[config.mk]
export PLATFORM = sky130hd
export DESIGN_NAME = led_matrix_scan_flat
export DESIGN_NICKNAME = d
export VERILOG_FILES = /design/src/rtl/led_matrix_scan_if.sv /design/src/rtl/led_matrix_scan.sv /design/src/flat_wrapper.sv
export SDC_FILE = /design/constraint.sdc
export NUM_CORES = 1
export LEC_CHECK = 0
export ABC_AREA = 1
export CAP_MARGIN = 20
export CELL_PAD_IN_SITES_DETAIL_PLACEMENT = 1
export CELL_PAD_IN_SITES_GLOBAL_PLACEMENT = 2
export CORE_ASPECT_RATIO = 0.7
export CORE_UTILIZATION = 34
export CTS_CLUSTER_DIAMETER = 80
export CTS_CLUSTER_SIZE = 40
export DETAILED_ROUTE_END_ITERATION = 6
export PLACE_DENSITY_LB_ADDON = 0.3
export SYNTH_ARGS = -nofsm -noshare
export SYNTH_HDL_FRONTEND = slang
export SYNTH_SLANG_ARGS = --single-unit
[constraint.sdc]
create_clock -name clk -period 6 [get_ports clk]
set_input_delay 1.8 -clock clk [delete_from_list [all_inputs] [get_ports clk]]
set_output_delay 1.8 -clock clk [all_outputs]
set_load 0.01 [all_outputs]
[src/rtl/led_matrix_scan_if.sv]
// led_matrix_scan_if: note-window bus from the song scroller to the matrix scanner
interface led_matrix_scan_if;
  logic [9:0] note_R;
  logic [9:0] note_B;
  logic [3:0] offset;
  modport master(output note_R, note_B, offset);
  modport slave(input note_R, note_B, offset);
endinterface

[src/rtl/led_matrix_scan.sv]
// led_matrix_scan: row-scanning serial driver for the 8x16 two-colour note matrix
module led_matrix_scan #(
  parameter int NOTE_W    = 3,
  parameter int JUDGE_COL = 1,
  parameter int DWELL_CYC = 200
) (
  input  logic                clk,
  input  logic                rst,
  input  logic                enable,
  led_matrix_scan_if.slave    nw,
  output logic                ser_r,
  output logic                ser_b,
  output logic                sclk,
  output logic                latch,
  output logic [2:0]          row_sel,
  output logic                oe_n,
  output logic                frame_done
);
  localparam int CW = $clog2(DWELL_CYC + 32);
  typedef enum logic [2:0] {IDLE, SNAP, SHIFT, LATCH, DWELL} state_t;
  state_t state_q, state_d;
  logic [CW-1:0] cnt_q, cnt_d;
  logic [2:0] r_q, r_d, off_q, off_d, row_sel_q, row_sel_d;
  logic [9:0] nr_q, nr_d, nb_q, nb_d;
  logic ser_r_q, ser_r_d, ser_b_q, ser_b_d, sclk_q, sclk_d, latch_q, latch_d;
  logic oe_n_q, oe_n_d, frame_done_q, frame_done_d;
  logic [1:0] px;

  function automatic logic [1:0] pix(input logic [2:0] r, input logic [3:0] c,
                                     input logic [2:0] off, input logic [9:0] nr, input logic [9:0] nb);
    logic [4:0] p;
    logic [1:0] slot;
    logic [2:0] ph;
    logic note, judge;
    p     = {1'b0, c} + {2'b0, off};
    slot  = 2'(p / 5'd7);
    ph    = 3'(p % 5'd7);
    note  = r >= 3'd2 && r <= 3'd5 && ph < 3'(NOTE_W);
    judge = (r == 3'd1 || r == 3'd6) && c == 4'(JUDGE_COL);
    return {(note & nr[slot]) | judge, (note & nb[slot]) | judge};
  endfunction

  // Next-state, snapshot and registered-output computation; outputs are derived from next state
  always_comb begin
    state_d = state_q;
    cnt_d   = cnt_q;
    r_d     = r_q;
    nr_d    = nr_q;
    nb_d    = nb_q;
    off_d   = off_q;
    case (state_q)
      IDLE:  if (enable) state_d = SNAP;
      SNAP: begin
        nr_d    = nw.note_R;
        nb_d    = nw.note_B;
        off_d   = nw.offset > 4'd6 ? 3'd6 : nw.offset[2:0];
        r_d     = 3'd0;
        cnt_d   = '0;
        state_d = SHIFT;
      end
      SHIFT: begin
        cnt_d = cnt_q + 1'b1;
        if (cnt_q == CW'(31)) begin
          cnt_d   = '0;
          state_d = LATCH;
        end
      end
      LATCH: state_d = DWELL;
      DWELL: begin
        cnt_d = cnt_q + 1'b1;
        if (cnt_q == CW'(DWELL_CYC - 1)) begin
          cnt_d   = '0;
          r_d     = r_q + 3'd1;
          state_d = r_q == 3'd7 ? (enable ? SNAP : IDLE) : SHIFT;
        end
      end
      default: state_d = IDLE;
    endcase
    px           = pix(r_d, 4'd15 - cnt_d[4:1], off_d, nr_d, nb_d);
    ser_r_d      = state_d == SHIFT && px[1];
    ser_b_d      = state_d == SHIFT && px[0];
    sclk_d       = state_d == SHIFT && cnt_d[0];
    latch_d      = state_d == LATCH;
    row_sel_d    = state_d == LATCH ? r_d : row_sel_q;
    oe_n_d       = state_d != DWELL;
    frame_done_d = state_d == DWELL && r_d == 3'd7 && cnt_d == CW'(DWELL_CYC - 1);
  end

  // State, snapshot and output registers
  always_ff @(posedge clk or posedge rst) begin
    if (rst) begin
      state_q      <= IDLE;
      cnt_q        <= '0;
      r_q          <= '0;
      off_q        <= '0;
      nr_q         <= '0;
      nb_q         <= '0;
      ser_r_q      <= 1'b0;
      ser_b_q      <= 1'b0;
      sclk_q       <= 1'b0;
      latch_q      <= 1'b0;
      row_sel_q    <= '0;
      oe_n_q       <= 1'b1;
      frame_done_q <= 1'b0;
    end else begin
      state_q      <= state_d;
      cnt_q        <= cnt_d;
      r_q          <= r_d;
      off_q        <= off_d;
      nr_q         <= nr_d;
      nb_q         <= nb_d;
      ser_r_q      <= ser_r_d;
      ser_b_q      <= ser_b_d;
      sclk_q       <= sclk_d;
      latch_q      <= latch_d;
      row_sel_q    <= row_sel_d;
      oe_n_q       <= oe_n_d;
      frame_done_q <= frame_done_d;
    end
  end

  assign ser_r      = ser_r_q;
  assign ser_b      = ser_b_q;
  assign sclk       = sclk_q;
  assign latch      = latch_q;
  assign row_sel    = row_sel_q;
  assign oe_n       = oe_n_q;
  assign frame_done = frame_done_q;
endmodule

[src/flat_wrapper.sv]
// flat-port wrapper written by rule: the top's interface ports become plain ports
module led_matrix_scan_flat 
#(
  parameter int NOTE_W    = 3,
  parameter int JUDGE_COL = 1,
  parameter int DWELL_CYC = 200
)
  (clk, rst, enable, ser_r, ser_b, sclk, latch, row_sel, oe_n, frame_done, nw_note_R, nw_note_B, nw_offset);
  led_matrix_scan_if nw_i ();
  input  logic clk;
  input  logic rst;
  input  logic enable;
  output logic ser_r;
  output logic ser_b;
  output logic sclk;
  output logic latch;
  output logic [2:0] row_sel;
  output logic oe_n;
  output logic frame_done;
  input wire logic [$bits(nw_i.note_R)-1:0] nw_note_R;
  input wire logic [$bits(nw_i.note_B)-1:0] nw_note_B;
  input wire logic [$bits(nw_i.offset)-1:0] nw_offset;
  assign nw_i.note_R = nw_note_R;
  assign nw_i.note_B = nw_note_B;
  assign nw_i.offset = nw_offset;
  led_matrix_scan #(.NOTE_W(NOTE_W), .JUDGE_COL(JUDGE_COL), .DWELL_CYC(DWELL_CYC)) u_core (.clk(clk), .rst(rst), .enable(enable), .nw(nw_i), .ser_r(ser_r), .ser_b(ser_b), .sclk(sclk), .latch(latch), .row_sel(row_sel), .oe_n(oe_n), .frame_done(frame_done));
endmodule
Yosys cells after proc, flatten, opt, wreduce, memory -nomap -nowiden
Cells that the tools add are included.

operators by class
  $add $sub $neg = 4
  $mul = 0
  divide/modulo/power cells = 2
  order comparisons = 5
  equal/unequal tests = 16
  shifts and indexed selects = 0
  muxes and demuxes = 19
  bitwise logic cells = 4
  reduce and logical (&&, ||, !) cells = 10

operators by type and width
  operator               number
  $pmux W8 S3            1
  $mux W3                7
  $eq A8 B8 Y1 const B   2
  $mux W8                2
  $eq A3 B3 Y1 const B   5
  $pmux W3 S5            1
  $eq A3 B2 Y1 const B   4
  $add A8 B1 Y8 const B  1
  $eq A8 B5 Y1 const B   1
  $logic_and A1 B1 Y1    8
  $mux W4                2
  $eq A3 B1 Y1 const B   2
  $pmux W3 S2            1
  $add A4 B3 Y5          1
  $div A5 B3 Y5 const B  1
  $lt A2 B5 Y1 const B   1
  $mod A5 B3 Y5 const B  1
  $bmux W1 S2            2
  $eq A4 B1 Y1 const B   1
  $gt A4 B3 Y1 const B   1
  $sub A4 B4 Y4 const A  1
  $add A3 B1 Y3 const B  1
  $ge A3 B2 Y1 const B   1
  $le A3 B3 Y1 const B   1
  other kinds (7)        11

word-level totals
  register bits = 34
  latch bits = 0
  RAM bits = 0
  bits in read-only memories = 0
  bits of input ports = 27
  output and inout port bits = 9
  word-level logic and storage cells = 73
  memories kept = 0

Longest topological paths before layout
  depth in word-level cells = 11
  depth in mapped cells = 26
  depth with buffers taken out = 26

Least setup slack after synthesis
Ideal clock, no wire load.

  path kind = input-to-reg
  from = input port nw_offset[1]
  to = register u_core.ser_b_q (netlist: u_core.ser_b)
  library setup time = 0.078 ns
  arrival = 3.980 ns
  data required time = 5.922 ns
  path slack = 1.942 ns
  cell stages on the path = 18
  path buffers = 0
  path through = o31ai_1 -> inv_1 -> ha_1 -> a21o_1 -> nand2_2 -> nand3_2 -> nand2_4 -> nand2_1 -> nand3_2 -> nand2_1 -> ha_1 -> inv_1 -> nand3_1 -> a21oi_2 -> nand2_2 -> a21oi_2 -> nand2_1 -> a21oi_1

on the way
  word-level cells in the longest chain between the ends = 10
  elaborated cells between the ends (all ways) = 13
  those cells by class = add/sub (1); div (2); order compare (2); mux (4); bitwise (2); reduce/logical (2)

RTL lines
  element                                         RTL line                                      text
  start, declared                                 flat_wrapper.sv:22                            input wire logic [$bits(nw_i.offset)-1:0] nw_offset;
  $gt A4 B3 Y1                                    led_matrix_scan.sv:56                         off_d = nw.offset > 4'd6 ? 3'd6 : nw.offset[2:0];
  $mux W3 (*)                                     led_matrix_scan.sv:56
  $mux W3 (*)                                     led_matrix_scan.sv:51                         case (state_q)
  named net u_core.off_d[1]                       led_matrix_scan.sv:23                         logic [2:0] r_q, r_d, off_q, off_d, row_sel_q, row_sel_d;
  $add A4 B3 Y5 (*)                               led_matrix_scan.sv:35                         p = {1'b0, c} + {2'b0, off};
  $mod A5 B3 Y5 or $div A5 B3 Y5 (tied branches)  led_matrix_scan.sv:37, led_matrix_scan.sv:36
  $lt A3 B2 Y1 or $bmux W1 S2 (tied branches)     led_matrix_scan.sv:38, led_matrix_scan.sv:40
  $logic_and A1 B1 Y1 or $mux W1 (tied branches)  led_matrix_scan.sv:38, led_matrix_scan.sv:40
  $and A1 B1 Y1 (*)                               led_matrix_scan.sv:40                         return {(note & nr[slot]) | judge, (note & nb[slot]) | judge};
  $or A1 B1 Y1 (*)                                led_matrix_scan.sv:40
  $logic_and A1 B1 Y1 (*)                         led_matrix_scan.sv:81                         ser_b_d = state_d == SHIFT && px[0];
  named net u_core.ser_b_d                        led_matrix_scan.sv:25                         logic ser_r_q, ser_r_d, ser_b_q, ser_b_d, sclk_q, sclk_d, latch_q, latch_d;
  end signal, assigned                            led_matrix_scan.sv:113                        ser_b_q <= ser_b_d;
  end, declared                                   led_matrix_scan.sv:25

The timed path passes the listed nets; every way through them passes the cells marked *. The select of a mux whose other input is x is not followed.
A chain may end at the register's enable or synchronous reset.

Worst setup path in the final report
  from = input port nw_offset[3]
  to = register u_core.ser_b_q (netlist: u_core.ser_b)

on the way
  word-level cells in the longest chain between the ends = 10
  elaborated cells between the ends (all ways) = 13
  those cells by class = add/sub (1); div (2); order compare (2); mux (4); bitwise (2); reduce/logical (2)

RTL lines
  element                                         RTL line
  $gt A4 B3 Y1 (*)                                led_matrix_scan.sv:56
  $mux W3 (*)                                     led_matrix_scan.sv:56
  $mux W3 (*)                                     led_matrix_scan.sv:51
  named net u_core.off_d[1]                       led_matrix_scan.sv:23
  $add A4 B3 Y5 (*)                               led_matrix_scan.sv:35
  $mod A5 B3 Y5 or $div A5 B3 Y5 (tied branches)  led_matrix_scan.sv:37, led_matrix_scan.sv:36
  $lt A3 B2 Y1 or $bmux W1 S2 (tied branches)     led_matrix_scan.sv:38, led_matrix_scan.sv:40
  $logic_and A1 B1 Y1 or $mux W1 (tied branches)  led_matrix_scan.sv:38, led_matrix_scan.sv:40
  $and A1 B1 Y1 (*)                               led_matrix_scan.sv:40
  $or A1 B1 Y1 (*)                                led_matrix_scan.sv:40
  $logic_and A1 B1 Y1 (*)                         led_matrix_scan.sv:81
  named net u_core.ser_b_d                        led_matrix_scan.sv:25

Marks and branches as above.

==> results.sh <==
export IMPL_outcome="complete, but fails checks"
export IMPL_failed_checks="DRC"
export IMPL_ctsLongestPathBuffers=2
export IMPL_synth_seq_cells=34
export IMPL_num_antenna_cells=0
export IMPL_drc_errors=2
export IMPL_net_switching_power_uw=134
export IMPL_synth_top_cell_area_share_pct=37.8
export IMPL_globalRouteTotalUtil_pct=17.6
export IMPL_cts_htree_levels=2
export IMPL_post_route_cell_area_sq_mm=0.00260
export IMPL_setup_repair_after_global_routing_missed_its_margin="no"
export IMPL_min_delay_path_class="reg -> reg"
export IMPL_power_density_mw_per_mm2=188
export IMPL_critPathRequiredTime_ps=6210
export IMPL_tritoncts_num_buffers=5
export IMPL_wire_length_of_the_first_global_routing_pass_mm=9.22
export IMPL_min_to="u_core.row_sel[1]$_DFFE_PP0P_"
export IMPL_most_used_cells_in_the_layout_excluding_fill_and_tap_cells="inv_1 (48), nand2_1 (40), dfrtp_1 (33)"
export IMPL_timing_worst_slew_pin_value_ps=477
export IMPL_dpl_cell_area_sq_mm=0.00251
export IMPL_die_x_um=97.8
export IMPL_final_estimated_routing_congestion_in_global_placement=0.782
export IMPL_fmax_mhz=216
export IMPL_timing_reg2reg_worst_path_depth=22
export IMPL_hold_fails_final_rpt=0
export IMPL_library_cells_used_by_synthesis=36
export IMPL_crit_path_max_incr_delay_ps=460
export IMPL_max_vdd_ir_drop_mv=0.0685
export IMPL_yosys_warnings=0
export IMPL_synth_largest_area_cell="dfrtp_1"
export IMPL_initialDrtViolationCount=71
export IMPL_timing_critical_path_mode_cell="nand2_1"
export IMPL_clock_root_buffer="clkbuf_8"
export IMPL_via_per_inst=4.88
export IMPL_worst_case_hold_slack_ps=501
export IMPL_cp_cell_instances="clkdlybuf4s50_1 -> o31ai_1 -> inv_1 -> ha_1 -> a21o_1 -> nand2_2 -> nand2_1 -> nand2_2 -> nand2_4 -> nand2_1 -> nand3_2 -> nand2_1 -> ha_1 -> nand3_4 -> a21oi_2 -> nand2_2 -> a21oi_2 -> nand2_1 -> a21oi_1"
export IMPL_timing_reg2reg_setup_slack_ps=2170
export IMPL_period_share_pct=77.2
export IMPL_drt_antenna_violating_nets=0
export IMPL_nets=325
export IMPL_syn_num_nets=296
export IMPL_detailroute_via_count=1802
export IMPL_die_h_um=69.0
export IMPL_crit_arrival_ps=4840
export IMPL_drv_cap=0
export IMPL_ys_seq_area_share_pct=39.0
export IMPL_placed_cells=361
export IMPL_synth_area_leaders="dfrtp_1 (38%), inv_1 (8.3%), nand2_1 (6.9%)"
export IMPL_power_switching_fraction_pct=27.4
export IMPL_final_layout_size_suffix_gt1_share_pct=23.0
export IMPL_proportion_of_power_drawn_by_combinational_gates_pct=14.9
export IMPL_io_pins=36
export IMPL_wirelength_mm=5.35
export IMPL_slowest_stage="clkdlybuf4s50_1"
export IMPL_antenna_found_initial=0
export IMPL_die_area_sq_mm=0.00675
export IMPL_regToRegStartpoint="u_core.state_q[2]$_DFF_PP0_"
export IMPL_finalSetupViolations=0
export IMPL_clkPwrFrac_pct=37.3
export IMPL_grt_pass1_vias=1845
export IMPL_hold_bufs_at_cts=0
export IMPL_synthesis_area_per_instance_sq_um=8.37
export IMPL_grt_start_max_net_pins=35
export IMPL_min_path_cells=2
export IMPL_cts_post_setup_buffers_inserted=0
export IMPL_post_dp_hpwl_mm=4.19
export IMPL_firstDrtPassIters=6
export IMPL_wl_per_cell_um=14.5
export IMPL_numPortBuffers=23
export IMPL_placementRows=24
export IMPL_final_common_cell="inv_1"
export IMPL_cts_tree="done"
export IMPL_criticalPathCategory="in -> reg"
export IMPL_power_sequential_fraction_pct=47.9
export IMPL_min_delay_start="u_core.row_sel[1]$_DFFE_PP0P_"
export IMPL_worstSkewPairLatency_ps=290
export IMPL_final_setup_tns_ps=0
export IMPL_total_standard_cell_area_after_synthesis_sq_mm=0.00218
export IMPL_start_util_pct=35.1
export IMPL_postSynthCellCount=261
export IMPL_clk_slew_on_worst_s_h_paths_ps=70
export IMPL_critical_path_reg2reg_endpoint="u_core.ser_b$_DFF_PP0_"
export IMPL_slew_viol_final=0
export IMPL_worst_clock_skew_ps=7.97
export IMPL_ctsResizeCount=0
export IMPL_slew_headroom_pct=67.8
export IMPL_area_growth_pct=19.2
export IMPL_crit_path_end_kind="register"
export IMPL_power_leakage_nw=1.25
export IMPL_fin_crit_ps=4630
export IMPL_power_report_internal_total_uw=354
export IMPL_timing_critical_path_from_type="input port"
export IMPL_crit_path_max_fanout=6
export IMPL_grt_remaining_overflow=0
export IMPL_clock_sinks=34
export IMPL_layout_cells_non_filler=369
export IMPL_core_area_sq_mm=0.00622
## power by group through the flow
| stage | Combinational (mW) | Clock, mW | Sequential (mW) |
|---|---|---|---|
| 3_5_place_dp | 0.0730 | 0 | 0.238 |
| 2_1_floorplan | 0.0493 | 0 | 0.238 |
| 6_report | 0.0725 | 0.182 | 0.234 |
| 5_1_grt | 0.0814 | 0.199 | 0.234 |
| 3_3_place_gp | 0.0709 | 0 | 0.238 |
| 4_1_cts | 0.0736 | 0.187 | 0.234 |
## critical path, delay by kind of cell
kind	cells	cell delay, ps
AND/OR/NAND/NOR	10	830
AO/OA/AOI/OAI	5	1080
buffers and inverters	2	600
adder cells (fa/ha/maj)	2	530
## cells in the mapped netlist, drive strengths merged
| cell | instances |
|---|---|
| o22ai | 2 |
| nand4 | 6 |
| dfrtp | 33 |
| fa | 1 |
| o211ai | 1 |
| clkbuf | 2 |
| nand3 | 30 |
| ha | 7 |
| dfstp | 1 |
| o221ai | 1 |
| a22oi | 1 |
| o21ai | 15 |
| mux2 | 1 |
| a21o | 1 |
| inv | 52 |
| a21oi | 8 |
| o31ai | 2 |
| a2111o | 1 |
| or2 | 9 |
| nor2 | 18 |
| nor4 | 1 |
| nor3b | 1 |
| nor3 | 3 |
| nand2 | 63 |
| a211oi | 1 |
## routing by layer
metal | global-route usage, % | vias to the layer above | wire, um
li1 | - | 904 | -
met1 | 27.1 | 873 | 2910
met2 | 24.7 | 18 | 2250
met3 | 2.74 | 7 | 125
met4 | 5.56 | 0 | 70
met5 | 0 | - | 0
## state kept, by name (all words and copies together) (netlist names)
name               cells
u_core.row_sel         3
u_core.off_q           3
u_core.nb_q            4
u_core.nr_q            4
u_core.frame_done      1
u_core.ser_r           1
u_core.sclk            1
u_core.latch           1
u_core.state_q         3
u_core.cnt_q           8
u_core.r_q             3
u_core.oe_n            1
u_core.ser_b           1
## layout make-up
type	instances	area, sq um
Sequential cell	34	852
Multi-Input combinational cell	173	1130
Timing Repair Buffer	24	238
Fill cell	793	3610
Clock buffer	7	86.3
Tap cell	78	97.6
Inverter	52	195
Clock inverter	1	5.00
## cells by family after synthesis
family,synth area share (%)
adder cells (fa/ha/maj),4.93
buffers and inverters,9.28
AND/OR/NAND/NOR,35.7
flip-flops,39.0
AO/OA/AOI/OAI,10.5
multiplexers,0.516
## worst max-delay path by stage
stage / start / to
2_1_floorplan: nw_offset[1] / u_core.ser_b$_DFF_PP0_
3_3_place_gp: nw_offset[3] / u_core.ser_b$_DFF_PP0_
3_5_place_dp: nw_offset[3] / u_core.ser_b$_DFF_PP0_
4_1_cts: nw_offset[3] / u_core.ser_b$_DFF_PP0_
5_1_grt: nw_offset[3] / u_core.ser_b$_DFF_PP0_
6_report: nw_offset[3] / u_core.ser_b$_DFF_PP0_
## through the flow
stage               setup slack [ps]  power, mW  utilization, %
global placement                1080      0.309            40.4
CTS                             1330      0.494            41.9
finish                          1370      0.488            41.9
global route                    1000      0.514            41.9
floorplan                       1940      0.287               -
detailed placement              1050      0.311            40.4
Note: power is estimated with default switching activity, not from simulation.
